`config.mk`:
```
export PLATFORM = sky130hd
export DESIGN_NAME = control_sequencer
export DESIGN_NICKNAME = d
export VERILOG_FILES = /design/src/rtl/control_sequencer.sv
export SDC_FILE = /design/constraint.sdc
export NUM_CORES = 1
export LEC_CHECK = 0
export ABC_AREA = 1
export CAP_MARGIN = 30
export CORE_AREA = 2 2 39 41
export DETAILED_ROUTE_END_ITERATION = 8
export DIE_AREA = 0 0 41 43
export DONT_BUFFER_PORTS = 1
export MAX_ROUTING_LAYER = met4
export PLACE_DENSITY = 0.47
export SYNTH_ARGS = -nofsm -noshare
export SYNTH_HDL_FRONTEND = slang
export SYNTH_SLANG_ARGS = --single-unit
```
`constraint.sdc`:
```
create_clock -name clk -period 2.64 [get_ports clk]
set_input_delay 0.396 -clock clk [delete_from_list [all_inputs] [get_ports clk]]
set_output_delay 0.396 -clock clk [all_outputs]
set_load 0.01 [all_outputs]
```
`src/rtl/control_sequencer.sv`:
```
// Microcode sequencer for an 8-bit breadboard-style CPU.
// A 3-bit T-state counter walks fetch (T0,T1) and execute (T2..T4) steps;
// all control lines are a combinational decode of step, opcode and flags.
module control_sequencer (
    input  logic       clk,
    input  logic       clr_n,
    input  logic [3:0] opcode,
    input  logic       cf,
    input  logic       zf,
    output logic       co_n,
    output logic       ce,
    output logic       j_n,
    output logic       mi,
    output logic       ri,
    output logic       ro,
    output logic       io,
    output logic       ii,
    output logic       ai,
    output logic       ao,
    output logic       eo,
    output logic       su,
    output logic       bi,
    output logic       oi,
    output logic       fi,
    output logic       hlt,
    output logic [2:0] step
);

    typedef enum logic [2:0] {
        T0 = 3'd0,
        T1 = 3'd1,
        T2 = 3'd2,
        T3 = 3'd3,
        T4 = 3'd4
    } step_e;

    localparam logic [3:0] OP_NOP = 4'b0000;
    localparam logic [3:0] OP_LDA = 4'b0001;
    localparam logic [3:0] OP_ADD = 4'b0010;
    localparam logic [3:0] OP_SUB = 4'b0011;
    localparam logic [3:0] OP_STA = 4'b0100;
    localparam logic [3:0] OP_LDI = 4'b0101;
    localparam logic [3:0] OP_JMP = 4'b0110;
    localparam logic [3:0] OP_JC  = 4'b0111;
    localparam logic [3:0] OP_JZ  = 4'b1000;
    localparam logic [3:0] OP_OUT = 4'b1110;
    localparam logic [3:0] OP_HLT = 4'b1111;

    step_e step_q, step_d;
    logic  halted_q, halted_d;

    // State register: reset abandons any instruction (including halt) at once.
    always_ff @(posedge clk or negedge clr_n) begin
        if (!clr_n) begin
            step_q   <= T0;
            halted_q <= 1'b0;
        end else begin
            step_q   <= step_d;
            halted_q <= halted_d;
        end
    end

    // Next step: each opcode ends at its last used T-state; HLT parks in T2.
    always_comb begin
        step_d   = T0;
        halted_d = halted_q;
        if (halted_q) begin
            step_d = T2;
        end else begin
            case (step_q)
                T0: step_d = T1;
                T1: step_d = T2;
                T2: begin
                    if (opcode == OP_HLT) begin
                        step_d   = T2;
                        halted_d = 1'b1;
                    end else if (opcode == OP_LDA || opcode == OP_ADD ||
                                 opcode == OP_SUB || opcode == OP_STA) begin
                        step_d = T3;
                    end else begin
                        step_d = T0;
                    end
                end
                T3: begin
                    if (opcode == OP_ADD || opcode == OP_SUB) step_d = T4;
                    else                                      step_d = T0;
                end
                default: step_d = T0;
            endcase
        end
    end

    // Control decode: everything inactive unless the current step names it.
    always_comb begin
        co_n = 1'b1;
        j_n  = 1'b1;
        ce   = 1'b0;
        mi   = 1'b0;
        ri   = 1'b0;
        ro   = 1'b0;
        io   = 1'b0;
        ii   = 1'b0;
        ai   = 1'b0;
        ao   = 1'b0;
        eo   = 1'b0;
        su   = 1'b0;
        bi   = 1'b0;
        oi   = 1'b0;
        fi   = 1'b0;
        hlt  = 1'b0;
        if (halted_q) begin
            hlt = 1'b1;
        end else begin
            case (step_q)
                T0: begin
                    co_n = 1'b0;
                    mi   = 1'b1;
                end
                T1: begin
                    ro = 1'b1;
                    ii = 1'b1;
                    ce = 1'b1;
                end
                T2: begin
                    case (opcode)
                        OP_LDA, OP_ADD, OP_SUB, OP_STA: begin
                            io = 1'b1;
                            mi = 1'b1;
                        end
                        OP_LDI: begin
                            io = 1'b1;
                            ai = 1'b1;
                        end
                        OP_OUT: begin
                            ao = 1'b1;
                            oi = 1'b1;
                        end
                        OP_JMP: begin
                            io  = 1'b1;
                            j_n = 1'b0;
                        end
                        OP_JC: begin
                            io  = cf;
                            j_n = ~cf;
                        end
                        OP_JZ: begin
                            io  = zf;
                            j_n = ~zf;
                        end
                        OP_HLT: hlt = 1'b1;
                        default: ;
                    endcase
                end
                T3: begin
                    case (opcode)
                        OP_LDA: begin
                            ro = 1'b1;
                            ai = 1'b1;
                        end
                        OP_ADD, OP_SUB: begin
                            ro = 1'b1;
                            bi = 1'b1;
                        end
                        OP_STA: begin
                            ao = 1'b1;
                            ri = 1'b1;
                        end
                        default: ;
                    endcase
                end
                T4: begin
                    if (opcode == OP_ADD || opcode == OP_SUB) begin
                        eo = 1'b1;
                        ai = 1'b1;
                        fi = 1'b1;
                        su = (opcode == OP_SUB);
                    end
                end
                default: ;
            endcase
        end
    end

    assign step = step_q;

endmodule

```
==> metrics, run 1 <==
fin. max-slew vios 0; Die Ht 43 um; Final Hold Viols 0; Residual DRC 0; Die X 41 um; Layout Utilization 35.0%; initial antenna violation count 0; placed instance area 452 um2; outcome finished clean; global-route wire length before repair 1730 um; share of cells above drive strength 1 26.0%; syn_nets 82; fmax 555 MHz; antenna viol nets, final 0; Slew @ Worst Pin 399 ps; EDFF count, synth 0; Yosys cell types 18; CTS tree built; post-synthesis async set-or-reset flop share 100%; final net count 87; CP arrival 1400 ps; Ports 27; Synth Instances 74; PwrDens 318 nW/um2; peak supply drop 208 uV; LEAKAGE 0.235 nW; delay-heaviest family, CP flip-flops; vias in the first global route 411; All-Layer GR Usage 14.6%; Pre-antenna DRT Iters 4; Clock Sinks 4; syn_area_per_cell 5.93 um2; CP required 2240 ps; grt total ovfl 0; Max clock buf depth 2; hpwl dp 893 um; yosys warns 0; Die ar. 1760 um2; worst min-delay path class in2reg; DR vias/cell 5.08; Area Overhead vs Synth 10.3%; worst skew pair latency 230 ps; worst path bufs/invs 2; period utilisation layout 68.2%; most common cell in the synthesized netlist nand2_1; Post-Syn Area 439 um2; drt wl/cell 11.5 um; CTS buffer count 3; top_reg_cell synth dfrtp_1; Synth area leaders dfrtp_1, nand2_1, nor2_1; largest net degree at the start of global routing 9; slew margin rel. 73.2%; Starting Density 31.7%; Yosys top cell by area dfrtp_1; critical path endpoint category primary output; critical path type reg2out; RePlAce Congestion 0.814; crit-path cells inv_2 > nor4_1 > buf_4; Max Cap Viol 0; power after layout 0.154 mW; # diodes 0; synthesis-stage register bit count 4; Placement Setup Slack 1120 ps; total wire length 1070 um; port bufs 0; 1st-iter DRT viols 4; clock skew 0.200 ps; # rows 14; Seq/Total Area, Yosys 22.8%; final worst slack 840 ps; most instantiated cells after synthesis nand2_1, nor2_1, inv_2, nand3_1, inv_1; Core Area 1380 um2; Finished Cell Area 484 um2; root buffer cell clkbuf_4; Tmin final 1800 ps; H-tree Lvls 1; CP max stage cell dfrtp_1; crit-path max cell delay 560 ps; Synth top area share 22.8%; crit start category register; Finish-stage setup viols 0; CP Max Fanout 8; unrepaired setup endpoints after global routing no; setup tns final 0 ps; clock-pin slew on the worst setup and hold paths 40 ps; DR vias 472
metal layers:
layer | GRT usage (%) | vias to the layer above | wire length [um]
met1 | 19.9 | 212 | 506
met4 | 4.00 | 0 | 0
li1 | - | 248 | -
met5 | - | - | 0
met3 | 5.24 | 0 | 63
met2 | 20.0 | 12 | 504
power by group:
part | internal, mW | switching (mW)
combinational | 0.00658 | 0.0115
clock | 0.0508 | 0.0234
sequential | 0.0617 | 0
total | 0.119 | 0.0350
cells in the final DEF (no fill, tap or decap):
| cell | instances |
|---|---|
| nand2_2 | 3 |
| o21ai_1 | 1 |
| nand4_1 | 2 |
| dfrtp_1 | 4 |
| o21ai_2 | 2 |
| inv_1 | 5 |
| nor3_2 | 1 |
| nor2_1 | 10 |
| nor2_2 | 2 |
| inv_2 | 6 |
| nor3_1 | 4 |
| nand2_1 | 21 |
| nand4_2 | 1 |
| nand3_1 | 6 |
| dlygate4sd3_1 | 1 |
| nor4_1 | 1 |
| nor2_4 | 1 |
| buf_4 | 1 |
| clkbuf_4 | 3 |
| a21oi_1 | 2 |
metrics by stage:
stage	instances	hold slack [ps]
floorplan	74	100
CTS	93	342
finish	93	358
global placement	89	101
global route	93	354
detailed placement	89	101
cell families (layout without fill, tap and decap cells):
family          after synthesis  after routing  share of synthesized area, %
compound gates                5              5                          7.41
buf+inv                      13             16                          12.8
flops                         4              4                          22.8
simple gates                 52             52                          57.0
timing repair:
action,in CTS,in global routing
setup buffers,0,0
endpoints found under the hold margin,4,0
hold buffers,1,0
resized for setup,0,0
worst reg2reg max path, stage by stage (launching register included):
cell,delay (ps)
dfrtp_1,560
nand4_2,210
nor3_1,240
sequential cells by signal, indices dropped and copies added, names as in the netlist:
register and count:
step 3, halted_q 1
worst paths after layout:
check	from	endpoint	slack [ps]	cells past startpoint
setup / recovery	step[0]$_DFF_PN0_	ce	840	3
hold / removal	opcode[1]	step[2]$_DFF_PN0_	360	2
setup reg to reg	step[0]$_DFF_PN0_	step[2]$_DFF_PN0_	1530	2
hold reg to reg	halted_q$_DFF_PN0_	step[1]$_DFF_PN0_	670	2
max in group asynchronous	clr_n	step[1]$_DFF_PN0_	2030	1
min in group asynchronous	clr_n	step[0]$_DFF_PN0_	440	1
layout make-up:
| cell class | instances | area, um2 |
|---|---|---|
| Fill cell | 164 | 900 |
| Clock buffer | 3 | 22.5 |
| Tap cell | 16 | 20.0 |
| Sequential cell | 4 | 100 |
| Inverter | 11 | 41.3 |
| Multi-Input combinational cell | 57 | 283 |
| Timing Repair Buffer | 2 | 17.5 |
Power figures use the tool's default switching activity.
==> inputs of run 2 (changes only) <==
Clock period 2.64 ns to 1.7 ns, I/O delays scaled along.
==> metrics, run 2 (synthesized netlist as in run 1, its figures left out) <==
outcome finished clean; peak supply drop 323 uV; slew margin rel. 73.2%; root buffer cell clkbuf_4; most common cell after layout, fill and taps aside nand2_1; Max clock buf depth 2; unrepaired setup endpoints after global routing yes; CP Max Fanout 7; r2r worst-path depth 5; final worst slack 121 ps; R2R Setup Slk 620 ps; grt total ovfl 0; # diodes 0; critical path type reg2out; Pre-antenna DRT Iters 4; critical path endpoint category primary output; DR vias 472; fin. max-slew vios 0; 1st-iter DRT viols 4; drt wl/cell 11.5 um; Ports 27; hold depth 2; GRT met3 Usage 5.24%; CP arrival 1320 ps; setup tns final 0 ps; register area 101 um2; LEAKAGE 0.234 nW; CTS buffer count 3; H-tree Lvls 1; crit start category register; final net count 87; Clock Sinks 4; DR vias/cell 5.08; fillers 163; initial antenna violation count 0; Residual DRC 0; Finished Cell Area 485 um2; Max Cap Viol 0; power after layout 0.239 mW; CTS tree built; Top Usage Layer GRT met2; routing usage on met2 20.0%; Tmin final 1580 ps; Layout Utilization 35.1%; most frequent cells in the layout nand2_1, nor2_1, inv_2, nand3_1, inv_1; worst min-delay path class in2reg; fmax 633 MHz; PwrDens 492 nW/um2; CP required 1440 ps; placed instance area 452 um2; post-CTS setup buffer count 0; Starting Density 31.7%; total wire length 1070 um; worst skew pair latency 230 ps; Multi-input gate area 283 um2; global-route met1 utilization 19.9%; clock skew 0.198 ps; period utilisation layout 92.9%; clock-pin slew on the worst setup and hold paths 40 ps; Largest register FFs 3; RePlAce Congestion 0.814; # rows 14; port bufs 0; Die Ht 43 um; Core Area 1380 um2; Die X 41 um; Slew @ Worst Pin 399 ps; hpwl dp 893 um; Finish-stage setup viols 0; share of cells above drive strength 1 27.3%; Final Hold Viols 0; Placement Setup Slack 326 ps; Area Overhead vs Synth 10.5%; Die ar. 1760 um2; largest net degree at the start of global routing 9; antenna viol nets, final 0; vias in the first global route 411; All-Layer GR Usage 14.6%; global-route wire length before repair 1730 um
[run 2: path summary, 6_finish.rpt]
check / from / to
setup / recovery: halted_q$_DFF_PN0_ / bi
hold / removal: opcode[1] / step[2]$_DFF_PN0_
setup reg to reg: step[2]$_DFF_PN0_ / halted_q$_DFF_PN0_
hold reg to reg: halted_q$_DFF_PN0_ / step[1]$_DFF_PN0_
max in group asynchronous: clr_n / step[0]$_DFF_PN0_
min in group asynchronous: clr_n / halted_q$_DFF_PN0_
[run 2: critical path, cell delays in order, from the launching register on]
cell and delay [ps]:
dfrtp_1 430, inv_2 150, nand4_2 160, nor3_1 360
[run 2: repair_timing]
action	CTS	global route
hold buffers	1	0
setup endpoints to repair	0	7
gates resized for setup	0	1
hold endpoints to repair	4	0
[run 2: layer usage]
layer / vias up / share of wire (%)
li1: 248 / -
met1: 212 / 47
met2: 12 / 47
met5: - / 0
met3: 0 / 5.9
met4: 0 / 0
[run 2: report_power, final]
part | leakage [nW] | total [mW] | switching, mW | internal, mW
Sequential | 0.0438 | 0.0957 | 0 | 0.0957
Clock | 0.0138 | 0.115 | 0.0364 | 0.0788
Combinational | 0.176 | 0.0281 | 0.0179 | 0.0102
Total | 0.234 | 0.239 | 0.0543 | 0.185
[run 2: final cells by class]
cell class / count / share of cell area (%)
clock buffer: 3 / 4.64
timing repair buffer: 2 / 3.61
tap: 16 / 4.12
inverter: 11 / 8.51
sequential: 4 / 20.9
multi-input combinational: 57 / 58.2
[run 2: per-stage QoR]
step                hold WS, ps  cells
detailed placement        -40.4     89
global route                213     93
floorplan                 -40.6     74
global placement          -40.5     89
CTS                         201     93
finish                      217     93
==> inputs of run 3 (changes only) <==
Clock period 1.7 ns to 1.6 ns, I/O delays scaled along.
==> metrics, run 3 (synthesized netlist as in run 1, its figures left out) <==
outcome finished clean; Die X 41 um; Layout Utilization 38.1%; Fin Hold WS 199 ps; Starting Density 31.7%; Die Ht 43 um; CP required 1360 ps; Worst Hold Launch opcode[1]; fin. max-slew vios 0; H-tree Lvls 1; Residual DRC 0; most frequent cells in the layout nand2_1, nor2_1, inv_2, nand3_1; global-route wire length before repair 1660 um; peak supply drop 517 uV; Die ar. 1760 um2; most common cell after layout, fill and taps aside nand2_1; worst min-delay path class in2reg; switching pwr 0.0578 mW; final net count 87; Final Hold Viols 0; hpwl dp 911 um; Max clock buf depth 2; share of cells above drive strength 1 36.4%; LEAKAGE 0.232 nW; # rows 14; slew margin rel. 81.6%; Core Area 1380 um2; critical path endpoint category primary output; Slew @ Worst Pin 275 ps; fillers 165; Finish-stage setup viols 0; clock-pin slew on the worst setup and hold paths 40 ps; Largest register FFs 3; Ports 27; grt total ovfl 0; setup tns final 0 ps; Clock power frac 47.5%; fmax 660 MHz; CTS tree built; drt wl/cell 11.9 um; DR vias/cell 5.05; worst skew pair latency 230 ps; root buffer cell clkbuf_4; CP Max Fanout 8; unrepaired setup endpoints after global routing yes; RePlAce Congestion 0.811; CTS buffer count 3; crit start category register; Flop pwr share 40.0%; period utilisation layout 94.8%; All-Layer GR Usage 14.0%; initial antenna violation count 0; post-CTS setup buffer count 0; Pre-antenna DRT Iters 3; Area Overhead vs Synth 19.9%; critical path type reg2out; antenna viol nets, final 0; DR vias 470; Comb pwr share 12.5%; largest net degree at the start of global routing 9; worst reg2reg path startpoint step[0]$_DFF_PN0_; crit path from step[0]$_DFF_PN0_; # diodes 0; PwrDens 482 nW/um2; Max Cap Viol 0; Tmin final 1520 ps; clock skew 3.63 ps; 1st-iter DRT viols 6; Clock Sinks 4; Int Pwr 0.196 mW; vias in the first global route 420; total wire length 1100 um; Switching Share 22.8%; port bufs 0; CP arrival 1280 ps
-- run 3: cell counts in the layout (fill, tap and decap cells not counted) --
Identical to the previous run, type by type.
-- run 3: layer usage --
| metal | GRT usage (%) | wire [um] | vias to the layer above |
|---|---|---|---|
| li1 | - | - | 241 |
| met1 | 19.3 | 529 | 217 |
| met2 | 19.7 | 519 | 12 |
| met3 | 5.24 | 54 | 0 |
| met4 | 2.00 | 0 | 0 |
| met5 | - | 0 | - |
-- run 3: final cells by class --
type | instances | area, um2 | share of cell area, %
multi-input cells | 57 | 319 | 60.6
flip-flops and latches | 4 | 104 | 19.7
inverters | 11 | 43.8 | 8.31
clock buffers | 3 | 22.5 | 4.28
well taps | 16 | 20.0 | 3.80
repair buffers | 2 | 17.5 | 3.33
-- run 3: critical path: stages (launching register included) --
cell,delay [ps]
dfrtp_2,500
inv_2,120
nand2_2,70
nor2_4,90
nand3_2,130
nor2_4,150
-- run 3: worst paths after layout --
kind                                     end  slack, ps  depth (start not counted)
max                                       su         80                          5
min in group asynchronous  step[2]$_DFF_PN0_        280                          1
min reg2reg                step[1]$_DFF_PN0_        710                          2
min                        step[2]$_DFF_PN0_        200                          2
max in group asynchronous  step[0]$_DFF_PN0_       1130                          1
max reg2reg                step[0]$_DFF_PN0_        490                          3
-- run 3: repair_timing --
action | CTS | global route
endpoints found under the hold margin | 4 | 0
gates resized for setup | 2 | 11
setup endpoints to repair | 2 | 7
pin swaps | 0 | 3
hold buffers | 1 | 0
-- run 3: power by group through the flow --
stage / clock network [mW] / logic (mW) / registers (mW)
after floorplan: 0 / 0.0224 / 0.103
after global placement: 0 / 0.0269 / 0.103
after detailed placement: 0 / 0.0267 / 0.103
after CTS: 0.125 / 0.0308 / 0.102
after global routing: 0.131 / 0.0360 / 0.102
final: 0.121 / 0.0317 / 0.102
-- run 3: stage by stage --
stage / worst slack, ps / instance area [um2] / power, mW / std cells
2_1_floorplan: 48.6 / 439 / 0.125 / 74
5_1_grt: -3.05 / 527 / 0.268 / 93
3_3_place_gp: 239 / 452 / 0.130 / 89
6_report: 83.8 / 527 / 0.254 / 93
3_5_place_dp: 233 / 452 / 0.130 / 89
4_1_cts: 31.0 / 490 / 0.258 / 93
